<file path="src/rtl/fir_pkg.sv">
// Shared types and arithmetic helpers for the FIR accumulation datapath.
// Helpers work on a MAX_W-bit carrier; only the low w bits are meaningful.
package fir_pkg;

    typedef enum logic [1:0] {
        IDLE  = 2'd0,
        ACCUM = 2'd1,
        HOLD  = 2'd2
    } state_t;

    localparam int MAX_W = 64;

    function automatic logic [MAX_W-1:0] max_val(input int w, input logic signed_mode);
        logic [MAX_W-1:0] ones;
        ones = '1;
        return signed_mode ? (ones >> (MAX_W - w + 1)) : (ones >> (MAX_W - w));
    endfunction

    function automatic logic [MAX_W-1:0] min_val(input int w, input logic signed_mode);
        logic [MAX_W-1:0] one;
        one = {{(MAX_W-1){1'b0}}, 1'b1};
        return signed_mode ? (one << (w - 1)) : '0;
    endfunction

    // Returns {ovf, sum}; a and b must be zero above bit w-1.
    function automatic logic [MAX_W:0] sat_add(
        input logic [MAX_W-1:0] a,
        input logic [MAX_W-1:0] b,
        input int               w,
        input logic             signed_mode,
        input logic             sat_mode
    );
        logic [MAX_W:0]   full;
        logic [MAX_W-1:0] msb;
        logic [MAX_W-1:0] sum;
        logic             sa;
        logic             sb;
        logic             sr;
        logic             ovf;
        full = {1'b0, a} + {1'b0, b};
        msb  = min_val(w, 1'b1);
        sa   = |(a & msb);
        sb   = |(b & msb);
        sr   = |(full[MAX_W-1:0] & msb);
        ovf  = signed_mode ? ((sa == sb) && (sr != sa)) : |(full >> w);
        sum  = full[MAX_W-1:0] & max_val(w, 1'b0);
        if (ovf && sat_mode) begin
            sum = (signed_mode && sa) ? min_val(w, signed_mode) : max_val(w, signed_mode);
        end
        return {ovf, sum};
    endfunction

endpackage

</file>
<file path="src/rtl/accumulating_adder_sat_adder.sv">
// Combinational WIDTH-bit two-operand adder with overflow detect and optional clamp.
module sat_adder
    import fir_pkg::*;
#(
    parameter int WIDTH    = 20,
    parameter bit SIGNED   = 1'b1,
    parameter bit SATURATE = 1'b0
) (
    input  logic [WIDTH-1:0] i_a,
    input  logic [WIDTH-1:0] i_b,
    output logic [WIDTH-1:0] o_sum,
    output logic             o_ovf
);

    logic [MAX_W:0] w_res;

    assign w_res = sat_add(MAX_W'(i_a), MAX_W'(i_b), WIDTH, SIGNED, SATURATE);
    assign o_sum = WIDTH'(w_res);
    assign o_ovf = w_res[MAX_W];

endmodule

</file>
<file path="src/rtl/accumulating_adder.sv">
// Handshaked frame accumulator: sums TERMS input beats into one registered result.
// IDLE: waiting for start | ACCUM: taking terms | HOLD: result offered on out_*
module accumulating_adder
    import fir_pkg::*;
#(
    parameter int INPUT_WIDTH  = 16,
    parameter int OUTPUT_WIDTH = 20,
    parameter int TERMS        = 8,
    parameter bit SIGNED       = 1'b1,
    parameter bit SATURATE     = 1'b0
) (
    input  logic                    clk,
    input  logic                    rst_n,
    input  logic                    start,
    input  logic                    in_valid,
    output logic                    in_ready,
    input  logic [INPUT_WIDTH-1:0]  in_data,
    output logic                    out_valid,
    input  logic                    out_ready,
    output logic [OUTPUT_WIDTH-1:0] out_data,
    output logic                    overflow,
    output logic                    busy
);

    localparam int CW = $clog2(TERMS);

    state_t                  r_state;
    state_t                  w_state_nxt;
    logic [OUTPUT_WIDTH-1:0] r_acc;
    logic [CW-1:0]           r_count;
    logic                    r_ovf;
    logic [OUTPUT_WIDTH-1:0] w_ext;
    logic [OUTPUT_WIDTH-1:0] w_sum;
    logic                    w_add_ovf;
    logic                    w_beat;
    logic                    w_last;
    logic                    w_clear;

    generate
        if (SIGNED) begin : g_sext
            assign w_ext = OUTPUT_WIDTH'($signed(in_data));
        end else begin : g_zext
            assign w_ext = OUTPUT_WIDTH'(in_data);
        end
    endgenerate

    sat_adder #(
        .WIDTH    (OUTPUT_WIDTH),
        .SIGNED   (SIGNED),
        .SATURATE (SATURATE)
    ) u_sat_adder (
        .i_a   (r_acc),
        .i_b   (w_ext),
        .o_sum (w_sum),
        .o_ovf (w_add_ovf)
    );

    assign in_ready  = (r_state == ACCUM);
    assign out_valid = (r_state == HOLD);
    assign busy      = (r_state != IDLE);
    assign out_data  = r_acc;
    assign overflow  = r_ovf;

    assign w_beat = in_valid & in_ready;
    assign w_last = (r_count == CW'(TERMS - 1));

    always_comb begin
        w_state_nxt = r_state;
        w_clear     = 1'b0;
        case (r_state)
            IDLE: begin
                if (start) begin
                    w_state_nxt = ACCUM;
                    w_clear     = 1'b1;
                end
            end
            ACCUM: begin
                if (w_beat && w_last) begin
                    w_state_nxt = HOLD;
                end
            end
            HOLD: begin
                if (out_ready) begin
                    w_state_nxt = start ? ACCUM : IDLE;
                    w_clear     = start;
                end
            end
            default: w_state_nxt = IDLE;
        endcase
    end

    always_ff @(posedge clk or negedge rst_n) begin
        if (!rst_n) begin
            r_state <= IDLE;
            r_acc   <= '0;
            r_count <= '0;
            r_ovf   <= 1'b0;
        end else begin
            r_state <= w_state_nxt;
            if (w_clear) begin
                r_acc   <= '0;
                r_count <= '0;
                r_ovf   <= 1'b0;
            end else if (w_beat) begin
                r_acc   <= w_sum;
                r_ovf   <= r_ovf | w_add_ovf;
                r_count <= w_last ? '0 : r_count + 1'b1;
            end
        end
    end

endmodule

</file>
<file path="config.mk">
export PLATFORM = sky130hd
export DESIGN_NAME = accumulating_adder
export DESIGN_NICKNAME = d
export VERILOG_FILES = /design/src/rtl/fir_pkg.sv /design/src/rtl/accumulating_adder_sat_adder.sv /design/src/rtl/accumulating_adder.sv
export SDC_FILE = /design/constraint.sdc
export NUM_CORES = 1
export LEC_CHECK = 0
export CORE_UTILIZATION = 40
export CTS_CLUSTER_SIZE = 10
export DETAILED_ROUTE_END_ITERATION = 10
export GPL_TIMING_DRIVEN = 0
export PLACE_DENSITY = 0.71
export RECOVER_POWER = 50
export SETUP_SLACK_MARGIN = 0.02
export SLEW_MARGIN = 0
export SYNTH_ARGS = -nofsm -noshare
export SYNTH_HDL_FRONTEND = slang
export SYNTH_HIERARCHICAL = 1
export SYNTH_SLANG_ARGS = --single-unit
</file>
<file path="constraint.sdc">
create_clock -name clk -period 3.2 [get_ports clk]
set_clock_uncertainty 0.2 [all_clocks]
set_input_delay 0.48 -clock clk [delete_from_list [all_inputs] [get_ports clk]]
set_output_delay 0.48 -clock clk [all_outputs]
set_load 0.02 [all_outputs]
</file>
==> run metrics, run 1 <==
Critical Path RT 3.18 ns; die width around 75 microns; total standard cell area after synthesis between 0.002 and 0.0025 sq mm; worst endpoint data arrival time a little under 3 ns; Worst setup startpoint in_data[0]; final routed DRC violation total 0; CP endpoint out_data[10]; Final Cycle Share 0.9297; family with the most delay on the worst path compound AO/OA/AOI/OAI gates; vias per std cell around 5.5; worst setup path class in2reg; placed cells around 320; die span in y between 70 and 80 microns; nets in the synthesized netlist roughly 250; Yosys warning count 6; logic depth of the worst setup path including buffers 10; Floorplan Core Area approximately 0.0051 sq mm; total vias in the final route roughly 1800; share of final-layout standard cells stronger than drive strength 1 0.09690; DR WL/cell about 14 microns; detailed route wirelength on metal3 roughly 130 microns; ys async rst share 1.000; top routing layer in use met4; number of DRC violations after detailed-routing iteration 0 between 50 and 60; clock buffers created by TritonCTS 3; proportion of netlist area held by the largest area contributor 0.3066; flip-flop cell with the highest count after synthesis sky130_fd_sc_hd__dfrtp_1; antenna violations before repair 0; unrepaired setup endpoints after global routing false; clock transition at the registers of the reported paths ~0.1 ns; boundary pin count 45; total power consumption of the routed design 2.765 mW; post-placement cell area between 0.002 and 0.003 sq mm; largest net degree at the start of global routing 27; setup slack of the most critical reg-to-reg path roughly 0.40 ns; commonest cells after routing, fill and taps aside sky130_fd_sc_hd__clkdlybuf4s50_1 (38), sky130_fd_sc_hd__dfrtp_1 (26), sky130_fd_sc_hd__a22o_1 (22); Critical Path Start Type input pin; cell with the largest stage delay on the worst path sky130_fd_sc_hd__or3_1; Final Worst Setup Slack 0.2249 ns; number of flip-flops and latches in the synthesized netlist 26; cell types occupying the most area after synthesis sky130_fd_sc_hd__dfrtp_1 (31%), sky130_fd_sc_hd__ha_1 (12%), sky130_fd_sc_hd__a22o_1 (9.1%); power density relative to cell area 1031 mW/mm^2; count of placed standard cells in the final layout, fillers left out 328; kind of capture point of the worst setup path flop; slew at the pin closest to its max-slew limit around 1.4 ns; maximum achievable frequency 336.1 MHz; cts repair resizes 0; worst-case headroom to the max-slew limit 0.04076; H-tree depth reported by CTS 1; final worst path period need 2.975 ns; Worst Path Max Fanout 3; ant diodes 0; Die ar. between 0.005 and 0.006 sq mm; count of buffers added by post-CTS timing repair for setup 0; global router's overall resource usage 0.1743; setup TNS 0 ns; effective utilization at floorplan 0.4155; TritonCTS clock tree done; remaining global-route overflow 0; hpwl dp 3396 microns; run status completed; worst min path class reg2reg; sequential area share after synthesis 0.3066; DRT met1 WL 2210 microns; Final Hold Vio Count 0; critical path, cell by cell clkdlybuf4s50_1, ha_1, fa_1, a21oi_1, nor2_1, or3_1, a211oi_1, o31ai_1, xor2_1, a22o_1; Largest stage delay, worst path roughly 0.42 ns; max-slew violation count 0; Post-synth EDFFs 0; pre-CTS setup slack -0.06842 ns; endpoint of the lowest-slack register-to-register path out_data[10]; reported max-cap violation count 0; reg2reg path depth 9; Area growth syn-to-layout 26.41%; static leakage power around 1.2 nW; beginning of the worst register-to-register path out_data[0]; finished layout cell area between 0.002 and 0.003 sq mm; row count 26; sink count of the clock tree 26; count of endpoints failing setup in the final report 0; number of global-route vias before repair around 1700; first-pass GRT wire length 7493 microns; Nets 302; commonest non-fill, non-tap cell in the layout sky130_fd_sc_hd__clkdlybuf4s50_1; count of buffers inserted at the top-level ports 44; Longest Clk Path Bufs 2; Synth cell types 57; remaining number of nets flagged by the antenna check after routing 0; drt total wl 4557 microns; global placer's final weighted congestion ~0.82; Met2 Wirelength roughly 2200 microns; average cell area after synthesis about 10 sq um; largest vdd supply drop roughly 0.00059 V; count of buffering cells on the critical path with inverters included 1; CTS Root Cell sky130_fd_sc_hd__clkbuf_8; post-synthesis instance total between 200 and 250; number of hold-repair buffers added at the cts stage 0; area leader, netlist sky130_fd_sc_hd__dfrtp_1; later-pin clock latency in the skew report ~0.28 ns; Pre-antenna DRT Iters 4
==> layout make-up <==
class                   instances  area (sq um)
fillers                       504          2425
flip-flops and latches         26         650.6
multi-input cells             173          1394
clock inverters                 1         30.03
inverters                       5         18.77
well taps                      70         87.58
repair buffers                 44         434.2
clock buffers                   3         41.29
plain buffers                   6         26.28
==> where the power goes <==
| group | total (mW) | internal (mW) | leakage [nW] | switching (mW) |
|---|---|---|---|---|
| sequential | 0.609 | 0.479 | 0.322 | 0.130 |
| combinational | 1.87 | 0.901 | 0.812 | 0.973 |
| clock | 0.282 | 0.168 | 0.0357 | 0.115 |
| total | 2.77 | 1.55 | 1.17 | 1.22 |
==> Yosys cell counts, types with 2 or more instances <==
| cell | n |
|---|---|
| sky130_fd_sc_hd__dfrtp_1 | 26 |
| sky130_fd_sc_hd__a22o_1 | 22 |
| sky130_fd_sc_hd__ha_1 | 21 |
| sky130_fd_sc_hd__a21oi_1 | 20 |
| sky130_fd_sc_hd__nand2_1 | 14 |
| sky130_fd_sc_hd__xnor2_1 | 11 |
| sky130_fd_sc_hd__nor2_1 | 8 |
| sky130_fd_sc_hd__xor2_1 | 6 |
| sky130_fd_sc_hd__a21o_1 | 5 |
| sky130_fd_sc_hd__inv_1 | 5 |
| sky130_fd_sc_hd__o21ai_0 | 5 |
| sky130_fd_sc_hd__nand3_1 | 4 |
| sky130_fd_sc_hd__nor3_1 | 4 |
| sky130_fd_sc_hd__buf_2 | 3 |
| sky130_fd_sc_hd__mux2i_1 | 3 |
| sky130_fd_sc_hd__nor2b_1 | 3 |
| sky130_fd_sc_hd__o21a_1 | 3 |
| sky130_fd_sc_hd__o21bai_1 | 3 |
| sky130_fd_sc_hd__buf_6 | 2 |
| sky130_fd_sc_hd__nand4_1 | 2 |
| sky130_fd_sc_hd__o21ai_1 | 2 |
| sky130_fd_sc_hd__or2_2 | 2 |
| sky130_fd_sc_hd__or3_1 | 2 |
==> cell families after synthesis <==
family / after synthesis / share of synthesized area
buf+inv: 11 / 0.02830
xor+xnor: 17 / 0.07016
fa+ha+maj: 22 / 0.1333
compound gates: 80 / 0.3107
mux: 3 / 0.01415
simple gates: 51 / 0.1368
flops: 26 / 0.3066
==> metrics by stage <==
| step | utilization | hold WS [ns] |
|---|---|---|
| 6_report | 0.5252 | 0.3143 |
| 5_1_grt | 0.5252 | 0.3404 |
| 3_5_place_dp | 0.5189 | 0.2963 |
| 4_1_cts | 0.5328 | 0.3210 |
| 2_1_floorplan | - | -0.01559 |
| 3_3_place_gp | 0.5189 | 0.2789 |
==> layer usage <==
metal	global-route usage	vias to the layer above
met1	0.2473	864
met3	0.02811	2
li1	-	894
met2	0.2863	33
met4	0.02516	0
met5	0	-
==> sequential cells by signal (all words and copies together), names as in the netlist <==
signal	cells
out_data	20
overflow	1
r_count	3
r_state	2
==> worst min-delay path by stage <==
| stage | from | end | slack, ns | cells after the start |
|---|---|---|---|---|
| 2_1_floorplan | rst_n | out_data[0] | -0.02 | 0 |
| 3_3_place_gp | r_count[1] | r_count[1] | 0.28 | 1 |
| 3_5_place_dp | r_count[1] | r_count[1] | 0.30 | 1 |
| 4_1_cts | r_count[1] | r_count[1] | 0.32 | 1 |
| 5_1_grt | r_count[1] | r_count[1] | 0.34 | 1 |
| 6_report | r_count[1] | r_count[1] | 0.31 | 1 |
No activity file was read; power rests on OpenSTA's default activity.
==> run 2, diff against run 1 <==
Settings changed: CORE_UTILIZATION 40 to 51, PLACE_DENSITY 0.71 to 0.86, TNS_END_PERCENT set to 30.
==> run 2 against run 1 <==
  * Global-route usage increased by 5.4 points
  * Cell count fell by 6.1%
  * Power grew 0.68%
  * Die area is 21% lower
  * Sequential power barely moved
  * Core utilization up 14 points
  * Register-to-register slack lost 0.03 ns
  * Highest routed layer unchanged
==> run metrics, run 2 (synthesized netlist as in run 1, its figures left out) <==
run status completed; number of hold-repair buffers added at the cts stage 0 (unchanged); share of final-layout standard cells stronger than drive strength 1 0.09690 (unchanged); met3 usage in global routing 0.02740 (-0.0007152); Fillers 340 (-33%); largest vdd supply drop 0.0004902 V (-17%); number of global-route vias before repair 1658 (-1.0%); hpwl dp 3438 microns (+1.2%); TritonCTS clock tree done; Floorplan Core Area 0.004000 sq mm (-22%); later-pin clock latency in the skew report 0.28 ns (about the same); clock transition at the registers of the reported paths 0.10 ns (about the same); sink count of the clock tree 26 (unchanged); max-slew violation count 0 (unchanged); worst min path class in2async; H-tree depth reported by CTS 1 (unchanged); unrepaired setup endpoints after global routing false; boundary pin count 45 (unchanged); global router's overall resource usage 0.2279 (+0.05355); Longest Clk Path Bufs 2 (unchanged); final routed DRC violation total 0 (unchanged); row count 23 (-12%); remaining number of nets flagged by the antenna check after routing 0 (unchanged); Critical Path Start Type input pin; Critical Path RT 3.18 ns (about the same); met2 Use GR 0.3750 (+0.08871); commonest cells after routing, fill and taps aside sky130_fd_sc_hd__clkdlybuf4s50_1 (38), sky130_fd_sc_hd__dfrtp_1 (26), sky130_fd_sc_hd__a22o_1 (22); worst setup path class in2reg; setup slack of the most critical reg-to-reg path 0.37 ns (-0.03 ns); final core occ 0.6644 (+0.1391); clock buffers created by TritonCTS 3 (unchanged); die span in y 66.51 microns (-11%); number of DRC violations after detailed-routing iteration 0 130 (+150%); kind of capture point of the worst setup path flop; global placer's final weighted congestion 0.8487 (+3.0%); total vias in the final route 1836 (+2.4%); Worst Path Max Fanout 3 (unchanged); count of endpoints failing setup in the final report 0 (unchanged); grt peak-use layer met2; final worst path period need 3.004 ns (+0.02874 ns); Final Cycle Share 0.9387 (+0.008980); count of buffers added by post-CTS timing repair for setup 0 (unchanged); remaining global-route overflow 0 (unchanged); first-pass GRT wire length 7659 microns (+2.2%); Final Hold Vio Count 0 (unchanged); finished layout cell area 0.002658 sq mm (-0.93%); antenna violations before repair 0 (unchanged); worst endpoint data arrival time 2.98 ns (+0.03 ns); commonest non-fill, non-tap cell in the layout sky130_fd_sc_hd__clkdlybuf4s50_1; Area growth syn-to-layout 25.24%; vias per std cell 5.961 (+9.0%); die width 66.51 microns (-11%); pre-CTS setup slack -0.08889 ns (-0.02047 ns); Final Worst Setup Slack 0.1962 ns (-0.02873 ns); power density relative to cell area 1048 mW/mm^2 (+1.6%); cts repair resizes 0 (unchanged); maximum achievable frequency 332.9 MHz (-0.96%); drt total wl 4637 microns (+1.8%); Pre-antenna DRT Iters 4 (unchanged); CTS Root Cell sky130_fd_sc_hd__clkbuf_8; post-placement cell area 0.002625 sq mm (-0.94%); Nets 302 (unchanged); DR WL/cell 15.06 microns (+8.4%); effective utilization at floorplan 0.5305 (+0.1150); slew at the pin closest to its max-slew limit 1.439 ns (+0.0002912 ns); Die ar. 0.004423 sq mm (-21%); static leakage power 1.170 nW (about the same); count of buffers inserted at the top-level ports 44 (unchanged); max FFs per register 20 (unchanged); ant diodes 0 (unchanged); GR met1 Demand/Resource 0.3117 (+0.06442); largest net degree at the start of global routing 27 (unchanged); worst-case headroom to the max-slew limit 0.04057 (-0.0001942); reported max-cap violation count 0 (unchanged)
==> run 2: cell counts in the layout (fill, tap and decap cells not counted) <==
Identical to the previous run, type by type.
==> run 2: report_power, final <==
group / total [mW] / leakage (nW) / internal (mW) / switching (mW)
registers: 0.610 / 0.322 / 0.479 / 0.131
clock network: 0.285 / 0.0357 / 0.168 / 0.118
logic: 1.89 / 0.813 / 0.903 / 0.985
==> run 2: worst paths after layout <==
path | from | to | depth (start not counted)
worst max register to register | out_data[0] | out_data[10] | 9
worst max-delay path | in_data[0] | out_data[10] | 10
min in group clk | overflow | overflow | 2
worst min-delay path | rst_n | out_data[14] | 1
max in group asynchronous | rst_n | out_data[18] | 1
worst min register to register | overflow | overflow | 2
==> run 2: area by class of cell <==
type                            instances  area (sq um)  share of cell area
Buffer                                  6         26.28            0.009887
Clock buffer                            3         41.29             0.01554
Clock inverter                          1         30.03             0.01130
Inverter                                5         18.77            0.007062
Multi-Input combinational cell        173          1394              0.5245
Sequential cell                        26         650.6              0.2448
Tap cell                               50         62.56             0.02354
Timing Repair Buffer                   44         434.2              0.1634
==> run 2: stage by stage <==
stage               power, mW  cells  hold slack [ns]  TNS [ns]
floorplan               1.980    210         -0.01559         0
global placement        2.467    304           0.2800  -0.05668
detailed placement      2.516    304           0.2982   -0.1510
CTS                     2.819    308           0.3392         0
global route            2.985    308           0.3527         0
finish                  2.784    308           0.3207         0
==> run 2: metal layers <==
layer / routed length [microns] / vias to the layer above / share of wire
met2: 2262 / 37 / 0.49
li1: - / 902 / -
met3: 137 / 7 / 0.030
met5: 0 / - / 0
met4: 67 / 0 / 0.014
met1: 2170 / 890 / 0.47
==> run 2: worst max-delay path: stages <==
cell and delay [ns]:
sky130_fd_sc_hd__clkdlybuf4s50_1 0.41, sky130_fd_sc_hd__ha_1 0.23, sky130_fd_sc_hd__fa_1 0.41, sky130_fd_sc_hd__a21oi_1 0.21, sky130_fd_sc_hd__nor2_1 0.11, sky130_fd_sc_hd__or3_1 0.41, sky130_fd_sc_hd__a211oi_1 0.24, sky130_fd_sc_hd__o31ai_1 0.10
sky130_fd_sc_hd__xor2_1 0.16, sky130_fd_sc_hd__a22o_1 0.21
==> run 3, diff against run 2 <==
--- a/config.mk
+++ b/config.mk
@@ -7,2 +7,3 @@
 export LEC_CHECK = 0
+export CORE_MARGIN = 3
 export CORE_UTILIZATION = 51
==> constraint.sdc (replaced) <==
create_clock -name clk -period 3.2 [get_ports clk]
set_clock_uncertainty 0.2 [all_clocks]
set_input_delay 0.64 -clock clk [delete_from_list [all_inputs] [get_ports clk]]
set_output_delay 0.64 -clock clk [all_outputs]
set_load 0.02 [all_outputs]
==> run 3 against run 2 <==
  * Hold slack lost 0.0055 ns
  * Fmax shrank 3.5%
  * Worst setup slack worse by 0.11 ns
  * Sequential share of layout area hardly changed
  * Cell count decreased by 0.65%
  * Critical path type unchanged
==> run metrics, run 3 (synthesized netlist as in run 1, its figures left out) <==
run status completed; row count 22 (-4.3%); beginning of the worst register-to-register path out_data[0]; antenna violations before repair 0 (unchanged); Final Cycle Share 0.9730 (+0.03426); end point of the worst hold path r_count[1]; H-tree depth reported by CTS 1 (unchanged); reported max-cap violation count 0 (unchanged); Die ar. 0.004971 sq mm (+12%); Nets 302 (unchanged); worst endpoint data arrival time 3.09 ns (+0.11 ns); count of endpoints failing setup in the final report 0 (unchanged); kind of capture point of the worst setup path flop; unrepaired setup endpoints after global routing false; CTS Root Cell sky130_fd_sc_hd__clkbuf_8; commonest non-fill, non-tap cell in the layout sky130_fd_sc_hd__clkdlybuf4s50_1; count of buffers inserted at the top-level ports 44 (unchanged); DR WL/cell 15.48 microns (+2.8%); static leakage power 1.168 nW (-0.24%); commonest cells after routing, fill and taps aside sky130_fd_sc_hd__clkdlybuf4s50_1 (38), sky130_fd_sc_hd__dfrtp_1 (26), sky130_fd_sc_hd__a22o_1 (22); Fillers 323 (-5.0%); worst hold path stage count 1; total vias in the final route 1792 (-2.4%); worst setup path class in2reg; final routed DRC violation total 0 (unchanged); Floorplan Core Area 0.003826 sq mm (-4.3%); vias per std cell 5.856 (-1.8%); ant diodes 0 (unchanged); met2 Use GR 0.3306 (-0.04444); largest net degree at the start of global routing 27 (unchanged); Worst setup startpoint in_data[0]; hpwl dp 3613 microns (+5.1%); final worst path period need 3.113 ns (+0.1096 ns); Longest Clk Path Bufs 2 (unchanged); count of placed standard cells in the final layout, fillers left out 306 (-0.65%); global router's overall resource usage 0.1984 (-0.02942); die span in y 70.51 microns (+6.0%); drt total wl 4738 microns (+2.2%); die width 70.51 microns (+6.0%); placed cells 302 (-0.66%); worst min path class reg2reg; slew at the pin closest to its max-slew limit 1.196 ns (-0.2432 ns); met3 usage in global routing 0.03597 (+0.008574); remaining number of nets flagged by the antenna check after routing 0 (unchanged); remaining global-route overflow 0 (unchanged); Final Hold Vio Count 0 (unchanged); origin of the worst min-delay path r_count[1]; Pre-antenna DRT Iters 4 (unchanged); pre-CTS setup slack -0.2131 ns (-0.1242 ns); share of final-layout standard cells stronger than drive strength 1 0.1047 (+0.007752); number of global-route vias before repair 1718 (+3.6%); max-slew violation count 0 (unchanged); Final Worst Setup Slack 0.08653 ns (-0.1096 ns); TritonCTS clock tree done; grt peak-use layer met2; largest vdd supply drop 0.0005439 V (+11%); boundary pin count 45 (unchanged); number of DRC violations after detailed-routing iteration 0 107 (-18%); reg2reg path depth 9 (unchanged); Worst Path Max Fanout 3 (unchanged); worst-case headroom to the max-slew limit 0.2001 (+0.1595); power density relative to cell area 1028 mW/mm^2 (-1.9%); clock transition at the registers of the reported paths 0.10 ns (about the same); Area growth syn-to-layout 25.47%; effective utilization at floorplan 0.5546 (+0.02411); later-pin clock latency in the skew report 0.28 ns (about the same); Critical Path Start Type input pin; global placer's final weighted congestion 0.8800 (+3.7%); GR met1 Demand/Resource 0.2735 (-0.03816); max FFs per register 20 (unchanged); sink count of the clock tree 26 (unchanged); final core occ 0.6959 (+0.03151); setup slack of the most critical reg-to-reg path 0.43 ns (+0.06 ns); endpoint of the lowest-slack register-to-register path out_data[10]; maximum achievable frequency 321.2 MHz (-3.5%); Critical Path RT 3.18 ns (about the same); clock buffers created by TritonCTS 3 (unchanged); setup TNS 0 ns (unchanged); first-pass GRT wire length 8073 microns (+5.4%)
## run 3: layer usage
layer  wire length, microns  share of wire
met1                   2283           0.48
met3                    211          0.045
met5                      0              0
met4                     19         0.0040
met2                   2223           0.47
## run 3: what timing repair did
item	in CTS	in global routing
endpoints found under the setup margin	0	4
hold buffers	0	0
endpoints found under the hold margin	0	0
setup buffers	0	0
gates resized for setup	0	3
## run 3: how the worst max path moves through the flow
stage / endpoint / slack [ns] / cells after the start
floorplan: out_data[10] / 0.35 / 9
CTS: out_data[18] / 0.08 / 10
global placement: out_data[10] / -0.20 / 10
detailed placement: out_data[10] / -0.21 / 10
finish: out_data[10] / 0.09 / 10
global route: out_data[10] / 0.04 / 10
## run 3: final cells by class
type,count,area [sq um],share of cell area
well taps,48,60.06,0.02256
plain buffers,6,26.28,0.009868
multi-input cells,173,1411,0.5301
inverters,5,18.77,0.007049
flip-flops and latches,26,650.6,0.2444
clock buffers,4,55.05,0.02068
repair buffers,44,440.4,0.1654
## run 3: stage by stage
stage	total power, mW	cell area (sq um)	hold WS [ns]
after floorplan	1.980	2122	0.1444
after global routing	2.959	2663	0.3408
after CTS	2.750	2678	0.3141
after global placement	2.475	2623	0.2867
after detailed placement	2.516	2623	0.2932
final	2.736	2663	0.3152
## run 3: report_power, final
| group | internal [mW] | switching, mW |
|---|---|---|
| clock network | 0.110 | 0.108 |
| logic | 0.918 | 0.985 |
| registers | 0.479 | 0.136 |
## run 3: critical path, cell delays in order
cell                              delay (ns)
sky130_fd_sc_hd__clkdlybuf4s50_1        0.40
sky130_fd_sc_hd__ha_1                   0.24
sky130_fd_sc_hd__fa_1                   0.44
sky130_fd_sc_hd__a21oi_2                0.16
sky130_fd_sc_hd__nor2_1                 0.10
sky130_fd_sc_hd__or3_4                  0.39
sky130_fd_sc_hd__a211oi_1               0.24
sky130_fd_sc_hd__o31ai_1                0.11
sky130_fd_sc_hd__xor2_1                 0.16
sky130_fd_sc_hd__a22o_1                 0.20
